$ cat src/rtl/sap_1_controller_sequencer_if.sv
// Control-word bus between the SAP-1 controller-sequencer and the datapath.
// The controller drives the ring state and control lines and reads the IR opcode.
interface sap_1_controller_sequencer_if;
    logic [3:0] opcode;
    logic [5:0] T;
    logic       Cp;
    logic       Ep;
    logic       Lm;
    logic       CE;
    logic       Li;
    logic       Ei;
    logic       La;
    logic       Ea;
    logic       SU;
    logic       EU;
    logic       Lb;
    logic       Lo;
    logic       HLT;

    modport master (
        input  opcode,
        output T, Cp, Ep, Lm, CE, Li, Ei, La, Ea, SU, EU, Lb, Lo, HLT
    );

    modport slave (
        output opcode,
        input  T, Cp, Ep, Lm, CE, Li, Ei, La, Ea, SU, EU, Lb, Lo, HLT
    );
endinterface

$ cat src/rtl/sap_1_controller_sequencer.sv
// SAP-1 controller-sequencer: six-state one-hot ring plus opcode decode of the control word.
// Define SAP_1_CONTROLLER_HLT_EN to make opcode 1111 freeze the ring at T4 until CLR.
module sap_1_controller_sequencer (
    input  logic                                CLK,
    input  logic                                CLR,
    sap_1_controller_sequencer_if.master        bus
);

    typedef enum logic [5:0] {
        T1 = 6'b000001,
        T2 = 6'b000010,
        T3 = 6'b000100,
        T4 = 6'b001000,
        T5 = 6'b010000,
        T6 = 6'b100000
    } t_state_e;

    localparam logic [3:0] OP_LDA = 4'b0000;
    localparam logic [3:0] OP_ADD = 4'b0001;
    localparam logic [3:0] OP_SUB = 4'b0010;
    localparam logic [3:0] OP_OUT = 4'b1110;
    localparam logic [3:0] OP_HLT = 4'b1111;

    t_state_e state;
    logic     halted;

    logic cp, ep, lm, ce, li, ei, la, ea, su, eu, lb, lo, hlt;

`ifdef SAP_1_CONTROLLER_HLT_EN
    logic halt_req;
    assign halt_req = (state == T4) && (bus.opcode == OP_HLT);
`else
    assign halted = 1'b0;
`endif

    always_ff @(posedge CLK) begin
        if (CLR) begin
            state <= T1;
`ifdef SAP_1_CONTROLLER_HLT_EN
            halted <= 1'b0;
`endif
        end else if (!halted) begin
`ifdef SAP_1_CONTROLLER_HLT_EN
            // Halt latches at the T4 edge and the ring parks on T4.
            if (halt_req) begin
                halted <= 1'b1;
                state  <= T4;
            end else begin
`endif
                case (state)
                    T1:      state <= T2;
                    T2:      state <= T3;
                    T3:      state <= T4;
                    T4:      state <= T5;
                    T5:      state <= T6;
                    T6:      state <= T1;
                    default: state <= T1;
                endcase
`ifdef SAP_1_CONTROLLER_HLT_EN
            end
`endif
        end
    end

    // Control word is a pure decode of the registered ring and the IR opcode.
    always_comb begin
        cp  = 1'b0;
        ep  = 1'b0;
        lm  = 1'b0;
        ce  = 1'b0;
        li  = 1'b0;
        ei  = 1'b0;
        la  = 1'b0;
        ea  = 1'b0;
        su  = 1'b0;
        eu  = 1'b0;
        lb  = 1'b0;
        lo  = 1'b0;
        hlt = 1'b0;
        if (!CLR && halted) begin
            hlt = 1'b1;
        end else if (!CLR) begin
            case (state)
                T1: begin
                    ep = 1'b1;
                    lm = 1'b1;
                end
                T2: cp = 1'b1;
                T3: begin
                    ce = 1'b1;
                    li = 1'b1;
                end
                T4: begin
                    case (bus.opcode)
                        OP_LDA, OP_ADD, OP_SUB: begin
                            ei = 1'b1;
                            lm = 1'b1;
                        end
                        OP_OUT: begin
                            ea = 1'b1;
                            lo = 1'b1;
                        end
`ifdef SAP_1_CONTROLLER_HLT_EN
                        OP_HLT: hlt = 1'b1;
`endif
                        default: ;
                    endcase
                end
                T5: begin
                    case (bus.opcode)
                        OP_LDA: begin
                            ce = 1'b1;
                            la = 1'b1;
                        end
                        OP_ADD, OP_SUB: begin
                            ce = 1'b1;
                            lb = 1'b1;
                        end
                        default: ;
                    endcase
                end
                T6: begin
                    if (bus.opcode == OP_ADD || bus.opcode == OP_SUB) begin
                        la = 1'b1;
                        eu = 1'b1;
                        su = (bus.opcode == OP_SUB);
                    end
                end
                default: ;
            endcase
        end
    end

    assign bus.T   = state;
    assign bus.Cp  = cp;
    assign bus.Ep  = ep;
    assign bus.Lm  = lm;
    assign bus.CE  = ce;
    assign bus.Li  = li;
    assign bus.Ei  = ei;
    assign bus.La  = la;
    assign bus.Ea  = ea;
    assign bus.SU  = su;
    assign bus.EU  = eu;
    assign bus.Lb  = lb;
    assign bus.Lo  = lo;
    assign bus.HLT = hlt;

endmodule

$ cat src/flat_wrapper.sv
// flat-port wrapper written by rule: the top's interface ports become plain ports
module sap_1_controller_sequencer_flat 
  (CLK, CLR, bus_opcode, bus_T, bus_Cp, bus_Ep, bus_Lm, bus_CE, bus_Li, bus_Ei, bus_La, bus_Ea, bus_SU, bus_EU, bus_Lb, bus_Lo, bus_HLT);
  sap_1_controller_sequencer_if bus_i ();
  input  logic CLK;
  input  logic CLR;
  input wire logic [$bits(bus_i.opcode)-1:0] bus_opcode;
  output wire logic [$bits(bus_i.T)-1:0] bus_T;
  output wire logic [$bits(bus_i.Cp)-1:0] bus_Cp;
  output wire logic [$bits(bus_i.Ep)-1:0] bus_Ep;
  output wire logic [$bits(bus_i.Lm)-1:0] bus_Lm;
  output wire logic [$bits(bus_i.CE)-1:0] bus_CE;
  output wire logic [$bits(bus_i.Li)-1:0] bus_Li;
  output wire logic [$bits(bus_i.Ei)-1:0] bus_Ei;
  output wire logic [$bits(bus_i.La)-1:0] bus_La;
  output wire logic [$bits(bus_i.Ea)-1:0] bus_Ea;
  output wire logic [$bits(bus_i.SU)-1:0] bus_SU;
  output wire logic [$bits(bus_i.EU)-1:0] bus_EU;
  output wire logic [$bits(bus_i.Lb)-1:0] bus_Lb;
  output wire logic [$bits(bus_i.Lo)-1:0] bus_Lo;
  output wire logic [$bits(bus_i.HLT)-1:0] bus_HLT;
  assign bus_i.opcode = bus_opcode;
  assign bus_T = bus_i.T;
  assign bus_Cp = bus_i.Cp;
  assign bus_Ep = bus_i.Ep;
  assign bus_Lm = bus_i.Lm;
  assign bus_CE = bus_i.CE;
  assign bus_Li = bus_i.Li;
  assign bus_Ei = bus_i.Ei;
  assign bus_La = bus_i.La;
  assign bus_Ea = bus_i.Ea;
  assign bus_SU = bus_i.SU;
  assign bus_EU = bus_i.EU;
  assign bus_Lb = bus_i.Lb;
  assign bus_Lo = bus_i.Lo;
  assign bus_HLT = bus_i.HLT;
  sap_1_controller_sequencer u_core (.CLK(CLK), .CLR(CLR), .bus(bus_i));
endmodule
$ cat config.mk
export PLATFORM = sky130hd
export DESIGN_NAME = sap_1_controller_sequencer_flat
export DESIGN_NICKNAME = d
export VERILOG_FILES = /design/src/rtl/sap_1_controller_sequencer_if.sv /design/src/rtl/sap_1_controller_sequencer.sv /design/src/flat_wrapper.sv
export SDC_FILE = /design/constraint.sdc
export NUM_CORES = 1
export LEC_CHECK = 0
export ABC_AREA = 0
export CAP_MARGIN = 15
export CELL_PAD_IN_SITES_DETAIL_PLACEMENT = 1
export CELL_PAD_IN_SITES_GLOBAL_PLACEMENT = 2
export CORE_UTILIZATION = 18
export DETAILED_ROUTE_END_ITERATION = 10
export HOLD_SLACK_MARGIN = 0.06
export PLACE_DENSITY_LB_ADDON = 0.1
export SETUP_SLACK_MARGIN = 0.1
export SLEW_MARGIN = 20
export SYNTH_ARGS = -nofsm -noshare
export SYNTH_HDL_FRONTEND = slang
export SYNTH_SLANG_ARGS = --single-unit
$ cat constraint.sdc
create_clock -name CLK -period 1.9 [get_ports CLK]
set_input_delay 0.285 -clock CLK [delete_from_list [all_inputs] [get_ports CLK]]
set_output_delay 0.285 -clock CLK [all_outputs]
set_load 0.01 [all_outputs]
==> flow_summary.ini <==
[cts]
cts_max_level = 1
clockBufferDepth = 2
path_clk_slew_ps = 40
clk_latency_ps = 240
cts_tree = yes
cts_made_buffers = 3
hold_buffers = 0
clock-sinks = 6
root_buffer = clkbuf_4

[floorplanning]
dieArea_mm2 = 0.00263
die_x_um = 51.3
core-area_mm2 = 0.00225
fp.dieH_um = 51.3
start_util_pct = 19.4
rows = 17
num_io_pins = 25

[logic_synthesis]
synth_cells = 55
yosysTopAreaCellShare_pct = 27.4
yosys_warnings = 0
synthesis.nets = 61
synth_area_leader_cell = dfxtp_1
synth_area_per_cell_um2 = 7.96
synth_area_um2 = 438
synthTopCellsByArea = dfxtp_1 27%, nor3b_1 6.9%, nor2_1 6.0%
synth.distinct_cells = 32
yosysSeqAreaShare_pct = 27.4
ys_ff_latch = 6

[finish]
multi_input_area_um2 = 363
antenna_cells = 0
fin_cells = 135
design.final.nets = 115
fillers = 291
largest_reg_flops = 6
area.sequential_um2 = 124
area_delta_synth_final_pct = 127
mostFrequentLayoutCells = 21 x buf_4, 11 x buf_6, 10 x clkdlybuf4s50_1
post_route_cells_drive_above_1_share_pct = 56.1
utilization_pct = 44.0
final_common_cell = buf_4

[flow_run]
drv_cap = 0

[worst_setup_path]
reg2regPathDepth = 4
crit_fanout = 3
crit_cells = 5
critPathLaunch = u_core.bus.T[2]$_SDFF_PP0_
path_cells = or4_4, or4_4, buf_6, nor4_4, buf_2
reg2reg_slack_ps = 330
crit_buf_inv = 2
crit_arrival_ps = 2020
endpoint_kind = output port
worst-setup-path-type = reg -> out
cp_top_family = simple AND/OR/NAND/NOR gates
cpMostUsedCell = or4_4
reg2reg_to = u_core.bus.T[0]$_SDFF_PP1_
r2r_start = u_core.bus.T[2]$_SDFF_PP0_
critical-path-slowest-cell = or4_4
cp_slowest_stage_delay_ps = 520
start_kind = flip-flop
cp.required_ps = 1620

[timing]
final.setup.tns_ps = -1730
finalMaxSlewViolations = 0
worst_slack_ps = -401
rsz0062_at_grt = true
fin_crit_sh_pct = 121
clock_skew_ps = 0.267
fin_crit_ps = 2300
max_freq_ghz = 0.435
final_hold_viol_count = 0
finalSetupViolations = 8

[power]
total_power_uw = 650
ir_drop_mv = 0.510
p_leak_uw = 0.000440
power_density_mw_per_mm2 = 656

[route]
drcViolationCount = 0
first_iter_violations = 4
top_layer_used = met3
met1_length_um = 661
wl_met2_um = 894
wl_met3_um = 72
wire_per_inst_um = 12.1
routed_via_density = 4.50
dr.pass1.iters = 2
drtAntennaViolNets = 0
wirelength_mm = 1.63
num_vias = 607

[global_routing]
gr-total-overflow = 0
gr-usage-all-layers_pct = 13.0
grt_start_max_net_pins = 12
grt_first_pass_wirelength_mm = 2.57
first_global_vias = 605
antenna_found_initial = 0

[hold_path]
hold_end = u_core.bus.T[3]$_SDFF_PP0_
min_from = CLR
min_path_cells = 3
hold_class = in -> reg

[placement]
dpl.hpwl_mm = 1.15
port_buffers = 23
gp_congestion = 0.739
dp_cells = 116

[run_status]
status = finished, violations left
violations = setup timing
-- worst max-delay path by stage --
stage / endpoint / slack [ps]
2_1_floorplan: bus_SU / -10
3_3_place_gp: bus_SU / -510
3_5_place_dp: bus_SU / -520
4_1_cts: bus_Lb / -500
5_1_grt: bus_SU / -450
6_report: bus_SU / -400
-- stage by stage --
step                hold slack [ps]  setup WS, ps  area, um^2
floorplan                       355         -13.2         472
global placement                565          -512         820
detailed placement              568          -518         820
CTS                             537          -497         946
global route                    569          -455         992
finish                          547          -401         992
-- power breakdown --
part / internal, uW / switching [uW]
registers: 148 / 12.8
clock network: 71.1 / 41.3
logic: 216 / 162
-- cells in the mapped netlist --
master / number
nor2_1: 7
dfxtp_1: 6
nor3b_1: 4
nor3_1: 3
buf_4: 2
clkbuf_1: 2
inv_1: 2
nand2_1: 2
nand2b_1: 2
nor4_1: 2
or4_4: 2
a211o_1: 1
a21oi_1: 1
a2bb2oi_1: 1
a31o_1: 1
and3_1: 1
and3b_1: 1
and4_1: 1
conb_1: 1
nand3_1: 1
nand3b_1: 1
nand4_1: 1
nand4b_1: 1
nor2b_1: 1
nor4_2: 1
nor4b_1: 1
o211ai_1: 1
o21ai_0: 1
o21bai_1: 1
or4b_1: 1
xnor2_1: 1
xor2_1: 1
-- cells by family (layout without fill, tap and decap cells) --
group	count (synthesis)	in the layout	synth area share, %
compound gates	7	7	11.7
xor+xnor	2	2	4.00
buf+inv	6	58	6.86
flops	6	6	27.4
other cells	1	1	0.856
simple gates	33	33	49.1
-- routing by layer --
layer | up-vias | GRT usage [%]
li1 | 310 | -
met1 | 281 | 15.3
met2 | 16 | 23.7
met3 | 0 | 3.87
met4 | 0 | 1.35
met5 | - | 0
-- worst register-to-register path, stage by stage (launching register included) --
cell and delay, ps:
dfxtp_2 310, or4_4 520, buf_4 150, a211o_1 290, a31o_1 180
-- layout make-up --
| class | count | share of cell area (%) |
|---|---|---|
| Clock buffer | 3 | 2.27 |
| Inverter | 2 | 0.757 |
| Multi-Input combinational cell | 43 | 36.6 |
| Sequential cell | 6 | 12.5 |
| Tap cell | 28 | 3.53 |
| Timing Repair Buffer | 53 | 44.4 |
-- what timing repair did --
| action | in CTS | in global routing |
|---|---|---|
| setup buffers | 12 | 5 |
| pin swaps | 5 | 10 |
| setup endpoints to repair | 12 | 12 |
| gates resized for setup | 60 | 10 |
(Power assumes the default switching activity.)
